--- src/rtl/mmul_sched.sv ---
// Round-robin scheduler that shares one registered 9x9/3x3 multiplier between two requesters and queues tagged results.
// Optional operation counter: define MMUL_SCHED_STATS_EN to build stat_ops. Without it, stat_ops is tied to 0.
module mmul_sched #(
  parameter int FIFO_DEPTH = 4
) (
  input  logic        clk,
  input  logic        rst_n,
  input  logic        req0_valid,
  output logic        req0_ready,
  input  logic [1:0]  req0_mode,
  input  logic [8:0]  req0_d,
  input  logic [8:0]  req0_w1,
  input  logic [8:0]  req0_w2,
  input  logic [8:0]  req0_w3,
  input  logic        req1_valid,
  output logic        req1_ready,
  input  logic [1:0]  req1_mode,
  input  logic [8:0]  req1_d,
  input  logic [8:0]  req1_w1,
  input  logic [8:0]  req1_w2,
  input  logic [8:0]  req1_w3,
  output logic [8:0]  mm_d,
  output logic [8:0]  mm_w1,
  output logic [8:0]  mm_w2,
  output logic [8:0]  mm_w3,
  output logic [1:0]  mm_convtype,
  input  logic [15:0] mm_mul,
  output logic        rsp_valid,
  input  logic        rsp_ready,
  output logic        rsp_id,
  output logic        rsp_err,
  output logic [15:0] rsp_data,
  output logic [31:0] stat_ops
);
  localparam int AW = $clog2(FIFO_DEPTH);
  localparam int CW = AW + 1;

  typedef struct packed {
    logic        id;
    logic        err;
    logic [15:0] data;
  } rsp_t;

  logic          ptr;
  logic          v1, id1, err1;
  logic          v2, id2, err2;
  rsp_t          mem [FIFO_DEPTH];
  logic [AW-1:0] rd_ptr, wr_ptr;
  logic [CW-1:0] count;
  logic [CW-1:0] inflight;
  logic          credit_ok;
  logic          grant0, grant1;
  logic          accept, sel;
  logic [1:0]    mode;
  logic [8:0]    d, w1, w2, w3;
  logic          push, pop;

  // Credit counts only registered occupancy, so a same-cycle pop never frees a slot early.
  assign inflight  = CW'(v1) + CW'(v2) + count;
  assign credit_ok = inflight < CW'(FIFO_DEPTH);

  assign grant0     = req0_valid & (~req1_valid | ~ptr);
  assign grant1     = req1_valid & (~req0_valid | ptr);
  assign req0_ready = grant0 & credit_ok;
  assign req1_ready = grant1 & credit_ok;

  assign accept = (req0_valid & req0_ready) | (req1_valid & req1_ready);
  assign sel    = req1_valid & req1_ready;
  assign mode   = sel ? req1_mode : req0_mode;
  assign d      = sel ? req1_d    : req0_d;
  assign w1     = sel ? req1_w1   : req0_w1;
  assign w2     = sel ? req1_w2   : req0_w2;
  assign w3     = sel ? req1_w3   : req0_w3;

  // Operands only load on accept so idle cycles leave the multiplier inputs quiet.
  always_ff @(posedge clk or negedge rst_n) begin
    if (!rst_n) begin
      ptr         <= 1'b0;
      v1          <= 1'b0;
      id1         <= 1'b0;
      err1        <= 1'b0;
      v2          <= 1'b0;
      id2         <= 1'b0;
      err2        <= 1'b0;
      mm_d        <= '0;
      mm_w1       <= '0;
      mm_w2       <= '0;
      mm_w3       <= '0;
      mm_convtype <= 2'b00;
    end else begin
      v1   <= accept;
      v2   <= v1;
      id2  <= id1;
      err2 <= err1;
      if (accept) begin
        ptr   <= ~sel;
        id1   <= sel;
        err1  <= mode[1];
        mm_d  <= d;
        mm_w1 <= w1;
        if (mode == 2'b01) begin
          mm_convtype <= 2'b01;
          mm_w2       <= w2;
          mm_w3       <= w3;
        end else begin
          mm_convtype <= 2'b00;
          mm_w2       <= w1;
          mm_w3       <= w1;
        end
      end
    end
  end

  assign push = v2;
  assign pop  = rsp_valid & rsp_ready;

  always_ff @(posedge clk or negedge rst_n) begin
    if (!rst_n) begin
      rd_ptr <= '0;
      wr_ptr <= '0;
      count  <= '0;
      for (int i = 0; i < FIFO_DEPTH; i++) mem[i] <= '0;
    end else begin
      if (push) begin
        mem[wr_ptr] <= '{id: id2, err: err2, data: mm_mul};
        wr_ptr      <= wr_ptr + AW'(1);
      end
      if (pop) rd_ptr <= rd_ptr + AW'(1);
      if (push && !pop)      count <= count + CW'(1);
      else if (!push && pop) count <= count - CW'(1);
    end
  end

  assign rsp_valid = (count != '0);
  assign rsp_id    = mem[rd_ptr].id;
  assign rsp_err   = mem[rd_ptr].err;
  assign rsp_data  = mem[rd_ptr].data;

`ifdef MMUL_SCHED_STATS_EN
  logic [31:0] ops_q;
  always_ff @(posedge clk or negedge rst_n) begin
    if (!rst_n)      ops_q <= '0;
    else if (accept) ops_q <= ops_q + 32'd1;
  end
  assign stat_ops = ops_q;
`else
  assign stat_ops = '0;
`endif

endmodule
--- config.mk ---
export PLATFORM = sky130hd
export DESIGN_NAME = mmul_sched
export DESIGN_NICKNAME = d
export VERILOG_FILES = /design/src/rtl/mmul_sched.sv
export SDC_FILE = /design/constraint.sdc
export NUM_CORES = 1
export LEC_CHECK = 0
export BUFFER_PORTS_ARGS = -buffer_cell sky130_fd_sc_hd__buf_2
export CAP_MARGIN = 20
export CORE_ASPECT_RATIO = 0.9
export CORE_MARGIN = 8
export CORE_UTILIZATION = 37
export CTS_CLUSTER_DIAMETER = 150
export DETAILED_ROUTE_END_ITERATION = 6
export HOLD_SLACK_MARGIN = 0.12
export PLACE_DENSITY = 0.63
export SYNTH_ARGS = -nofsm -noshare
export SYNTH_HDL_FRONTEND = slang
export SYNTH_SLANG_ARGS = --single-unit
--- constraint.sdc ---
create_clock -name clk -period 3.41 [get_ports clk]
set_input_delay 0.341 -clock clk [delete_from_list [all_inputs] [get_ports clk]]
set_output_delay 0.341 -clock clk [all_outputs]
set_load 0.01 [all_outputs]
# Word-level counts from Yosys, hierarchy flattened
# Cells that the tools add are included.
totals:
  reg_bits: 124
  out_inout_bits: 91
  word_cells: 77
classes:
  add_sub_neg: 6
  n_lt_le_gt_ge: 4
  eq_ne: 1
  muxes: 16
  bitwise: 16
  reduce_logical: 7
ops:
  columns: ["op", "n"]
  rows:
  - ["$bwmux W72", 1]
  - ["$mux W18", 3]
  - ["$mux W9", 6]
  - ["$bmux W18 S2", 1]
  - ["$demux W18 S2", 1]
  - ["$and A1 B1 Y1", 7]
  - ["$ge A3 B3 Y1 const B", 2]
  - ["$mux W3", 2]
  - ["$not A2 Y3", 2]
  - ["$add A2 B1 Y2 const B", 2]
  - ["$not A1 Y1", 4]
  - ["$add A2 B3 Y3", 1]
  - ["$add A3 B1 Y3 const B", 1]
  - ["$logic_and A1 B1 Y1", 3]
  - ["$lt A3 B1 Y1 const B", 1]
  - ["$lt A3 B3 Y1 const B", 1]
  - ["$or A1 B1 Y1", 3]
  - ["$reduce_bool A3 Y1", 1]
  - ["$sub A3 B1 Y3 const B", 1]
  - ["$add A1 B1 Y2", 1]
  - ["$eq A2 B1 Y1 const B", 1]
  - ["$logic_not A1 Y1", 2]
  - ["$mux W2", 1]
  - ["$reduce_bool A2 Y1", 1]
  - ["$mux W1", 1]

# Depth between registers and ports, before layout
depth:
  ltp_word: 8
  ltp_mapped: 8

# Worst setup path after synthesis
# OpenSTA, ideal clock, no wires.
synth_path:
  path_type: "register to register"
  startpoint: "reg count[1]"
  endpoint: "reg count[2]"
  setup_ns: 0.079
  t_arrival_ns: 1.974
  required_ns: 3.331
  setup_slack_ns: 1.357
  stages_incl_launch_ff: 9
  path_buffers: 0
  path_cell_list: "dfrtp_1 or3_1 nand2_1 ha_1 inv_1 fa_1 xor2_1 nor2_1 xor2_1"
synth_between:
  elab_chain_cells: 5
  elab_cells_between_ends: 10
  cone_classes: "add/sub (2); mux (2); bitwise (1); reduce/logical (5)"
synth_rtl:
  columns: ["element", "line_no", "source"]
  rows:
  - ["start: declaration", "49", "logic [CW-1:0] count;"]
  - ["start signal: assignment", "129", "if (push && !pop) count <= count + CW'(1);"]
  - ["start signal: assignment", "130", "else if (!push && pop) count <= count - CW'(1);"]
  - ["$reduce_bool A3 Y1 *", "134", "assign rsp_valid = (count != '0);"]
  - ["via rsp_valid", "28", "output logic rsp_valid,"]
  - ["$and A1 B1 Y1 *", "115", "assign pop = rsp_valid & rsp_ready;"]
  - ["$logic_not A1 Y1", "129", null]
  - ["$logic_and A1 B1 Y1", "129", null]
  - ["$mux W3 / $reduce_bool A2 Y1 (equally long branches)", null, null]
# Mark *: on every way through the listed nets, which the timed path passes. The rest lies on a longest branch. The select of a mux whose other input is x is not followed.
# A chain may end at the register's enable or synchronous reset.

# Final worst setup path
layout_path:
  startpoint: "reg ptr"
  endpoint: "out req1_ready"
layout_between:
  elab_chain_cells: 3
layout_rtl:
  columns: ["element", "line_no", "source"]
  rows:
  - ["start: declaration", "44", "logic ptr;"]
  - ["start signal: assignment", "96", "ptr <= ~sel;"]
  - ["$or A1 B1 Y1", "63", "assign grant1 = req1_valid & (~req0_valid | ptr);"]
  - ["$and A1 B1 Y1", "63", null]
  - ["$and A1 B1 Y1", "65", "assign req1_ready = grant1 & credit_ok;"]
  - ["end: declaration", "16", "output logic req1_ready,"]
# No other way between the ends.

==> run_results.csv <==
group,metric,value,unit
logic_synthesis,avgSynthCellArea,13.2,um2
clocking,htreeDepth,4,
die,die_x,151,um
timing,post-route-period-util,73.5,%
clocking,clk_pin_slew_worst_paths,60,ps
logic_synthesis,yosysTopAreaCell,"dfrtp_1",
power,total_power,8.03,mW
job,drv_cap,0,
clocking,cts_buffer_depth,2,
die,die_h,138,um
logic_synthesis,synth-seq-area-share,50.6,%
clocking,cts_root_buf,"clkbuf_16",
power,p_per_area,1060,mW/mm2
cells_and_area,area_growth_syn_to_layout,24.1,%
power,internal-power,5.25,mW
placed_design,place_congestion,0.831,
timing,tns,0,ps
drt,drtPass1Iterations,4,
power,pwr-share-seq,33.8,%
critical_path,cp_max_fo,34,
timing,rsz0062_at_grt,"no",
logic_synthesis,synth_area_leaders,"dfrtp_1 (51%), mux2_2 (14%), mux4_2 (6.7%)",
logic_synthesis,async_flop_share,100,%
drt,viasPerCell,5.11,
power,combPwrFrac,41.8,%
power,switching_share,34.7,%
drt,wl,16100,um
clocking,clock_latency,410,ps
critical_path,startpoint_type,"register",
power,p_clk_share,24.4,%
timing,layout_setup_ws,905,ps
die,row_count,44,
logic_synthesis,synth_seq_cells,123,
cells_and_area,post_layout_nonfiller_instances,830,
cells_and_area,drive_above_1_share,46.7,%
logic_synthesis,syn_area,0.00608,mm2
grt,grt_pass1_vias,4819,
placed_design,dp_hpwl,11600,um
timing,fmax,0.399,GHz
timing,finalSetupViolCount,0,
grt,grt_max_degree,75,
clocking,cts_buffers,17,
clocking,cts_resized,0,
power,ir_worst_vdd,505,uV
logic_synthesis,synth_enable_flop_cells,0,
grt,gr-total-overflow,0,
timing,slew_viol_final,0,
timing,worst_pin_slew,982,ps
placed_design,dp.cells,797,
cells_and_area,final_nets,714,
clocking,clock_sinks,123,
die,die_area,0.0208,mm2
critical_path,path_class,"reg -> out",
logic_synthesis,synth_top_area_share,50.6,%
placed_design,dp_slack,1090,ps
logic_synthesis,synth_ff_type,"dfrtp_1",
timing,max-slew-margin-rel,34.4,%
worst_hold_path,hp-class,"in -> reg",
critical_path,cp-end-kind,"output pin",
logic_synthesis,synthCells,461,
logic_synthesis,synthDistinctLibCells,41,
power,p_switching,2.78,mW
cells_and_area,antennaDiodeCount,0,
grt,grt_pass1_wl,25600,um
critical_path,critPathArrivalTime,2160,ps
drt,initialDrtViolationCount,203,
status,status,"finished clean",
die,initial_utilization,37.7,%
placed_design,port_buffers,154,
drt,wl_per_cell,19.4,um
die,boundaryPins,188,
clocking,cts_setup_buffers,0,
grt,grt_usage,15.9,%
timing,hold_violations,0,
grt,antenna_found_initial,0,
drt,detail-route-antenna-nets,0,
die,core_region_area,0.0161,mm2
clocking,cts_tree,"yes",
power,power_leakage,3.52,nW
timing,fin_crit,2510,ps
drt,drc,0,
critical_path,required,3070,ps
logic_synthesis,ys_warn_count,0,
clocking,ctsHoldBuffers,1,
drt,num_vias,4238,
timing,fin_worst_skew,10.3,ps
## worst paths after layout
| check | from | to | slack, ps | cells after the start |
|---|---|---|---|---|
| hold / removal | mm_mul[1] | mem[37] | 210 | 2 |
| min in group asynchronous | rst_n | mem[40] | 520 | 2 |
| setup reg to reg | count[0] | mm_w2[0] | 1140 | 6 |
| max in group asynchronous | rst_n | mm_w1[2] | 2080 | 3 |
| setup / recovery | ptr | req1_ready | 900 | 4 |
| hold reg to reg | id1 | id2 | 370 | 0 |
## state kept, by name, summed over array words and instances, names as in the netlist
signal	flops
mm_w2	9
wr_ptr	2
id2	1
mem	72
v1	1
id1	1
ptr	1
rd_ptr	2
err1	1
mm_w3	9
mm_w1	9
mm_convtype	1
err2	1
count	3
mm_d	9
push	1
## power groups by stage
| stage | Sequential, mW | Clock (mW) | Combinational (mW) |
|---|---|---|---|
| 2_1_floorplan | 2.63 | 0 | 2.37 |
| 3_3_place_gp | 2.68 | 0 | 3.31 |
| 3_5_place_dp | 2.72 | 0 | 3.43 |
| 4_1_cts | 2.72 | 2.00 | 3.42 |
| 5_1_grt | 2.81 | 2.08 | 3.68 |
| 6_report | 2.71 | 1.96 | 3.36 |
## cells in the mapped netlist (2+ instances only)
cell / instances
mux2i_1: 27
nor2_1: 3
o21ai_0: 13
buf_4: 35
mux2_2: 73
dfrtp_1: 123
xnor2_1: 3
clkbuf_1: 8
buf_2: 16
ha_1: 6
nand4_1: 9
inv_1: 5
nand2b_1: 10
nand2_1: 29
buf_6: 3
a2bb2oi_1: 19
a32o_1: 9
xor2_1: 3
o211ai_1: 17
a31oi_1: 11
a21oi_1: 2
mux4_2: 18
## through the flow
| stage | util (%) | cell area, um2 | hold WS (ps) |
|---|---|---|---|
| final | 46.8 | 7550 | 213 |
| after global routing | 46.8 | 7550 | 205 |
| after CTS | 46.8 | 7550 | 198 |
| after detailed placement | 42.7 | 6890 | 373 |
| after global placement | 42.7 | 6890 | 370 |
| after floorplan | - | 6200 | 45.4 |
## cells in the final DEF (no fill, tap or decap), types with 2 or more instances in the layout
cell type / n
a2bb2oi_1: 19
nor2_1: 3
mux2_2: 73
xor2_1: 3
nand2b_1: 10
a32o_1: 9
bufinv_16: 5
clkbuf_16: 17
conb_1: 33
mux4_2: 18
clkinv_4: 5
a31oi_1: 11
buf_2: 153
mux2i_1: 27
nand2_1: 28
clkinv_2: 2
inv_1: 5
dfrtp_1: 123
buf_4: 6
nand4_1: 9
a21oi_1: 2
xnor2_1: 3
ha_1: 6
o21ai_0: 13
o211ai_1: 17
## kinds of logic (layout without fill, tap and decap cells)
group / count (synthesis) / count (layout) / share of synthesized area, %
muxes: 118 / 118 / 24.6
buffers and inverters: 68 / 198 / 7.06
DFF: 123 / 123 / 50.6
AOI/OAI and AO/OA: 79 / 79 / 10.1
adders and majority gates: 7 / 7 / 1.56
and+or+nand+nor: 59 / 59 / 5.08
other: 1 / 33 / 0.0617
xor gates and xnor gates: 6 / 6 / 0.864
## final cells by class
| cell class | instances | area [um2] |
|---|---|---|
| Timing Repair Buffer | 161 | 841 |
| Multi-Input combinational cell | 302 | 2700 |
| Clock buffer | 18 | 429 |
| Clock inverter | 14 | 220 |
| Fill cell | 1474 | 8580 |
| Inverter | 5 | 18.8 |
| Tap cell | 207 | 259 |
| Sequential cell | 123 | 3080 |
## critical path: stages (launching register included)
cell	delay (ps)
dfrtp_1	450
nand2b_2	340
nand2_2	560
nor2_1	230
buf_2	160
## metal layers
metal	track usage (%)	up-vias	share of wire (%)
li1	-	1949	-
met1	19.4	2103	43
met2	25.9	174	49
met3	5.62	12	7.7
met4	5.33	0	1.0
met5	0	-	0
No activity file was read; power rests on OpenSTA's default activity.
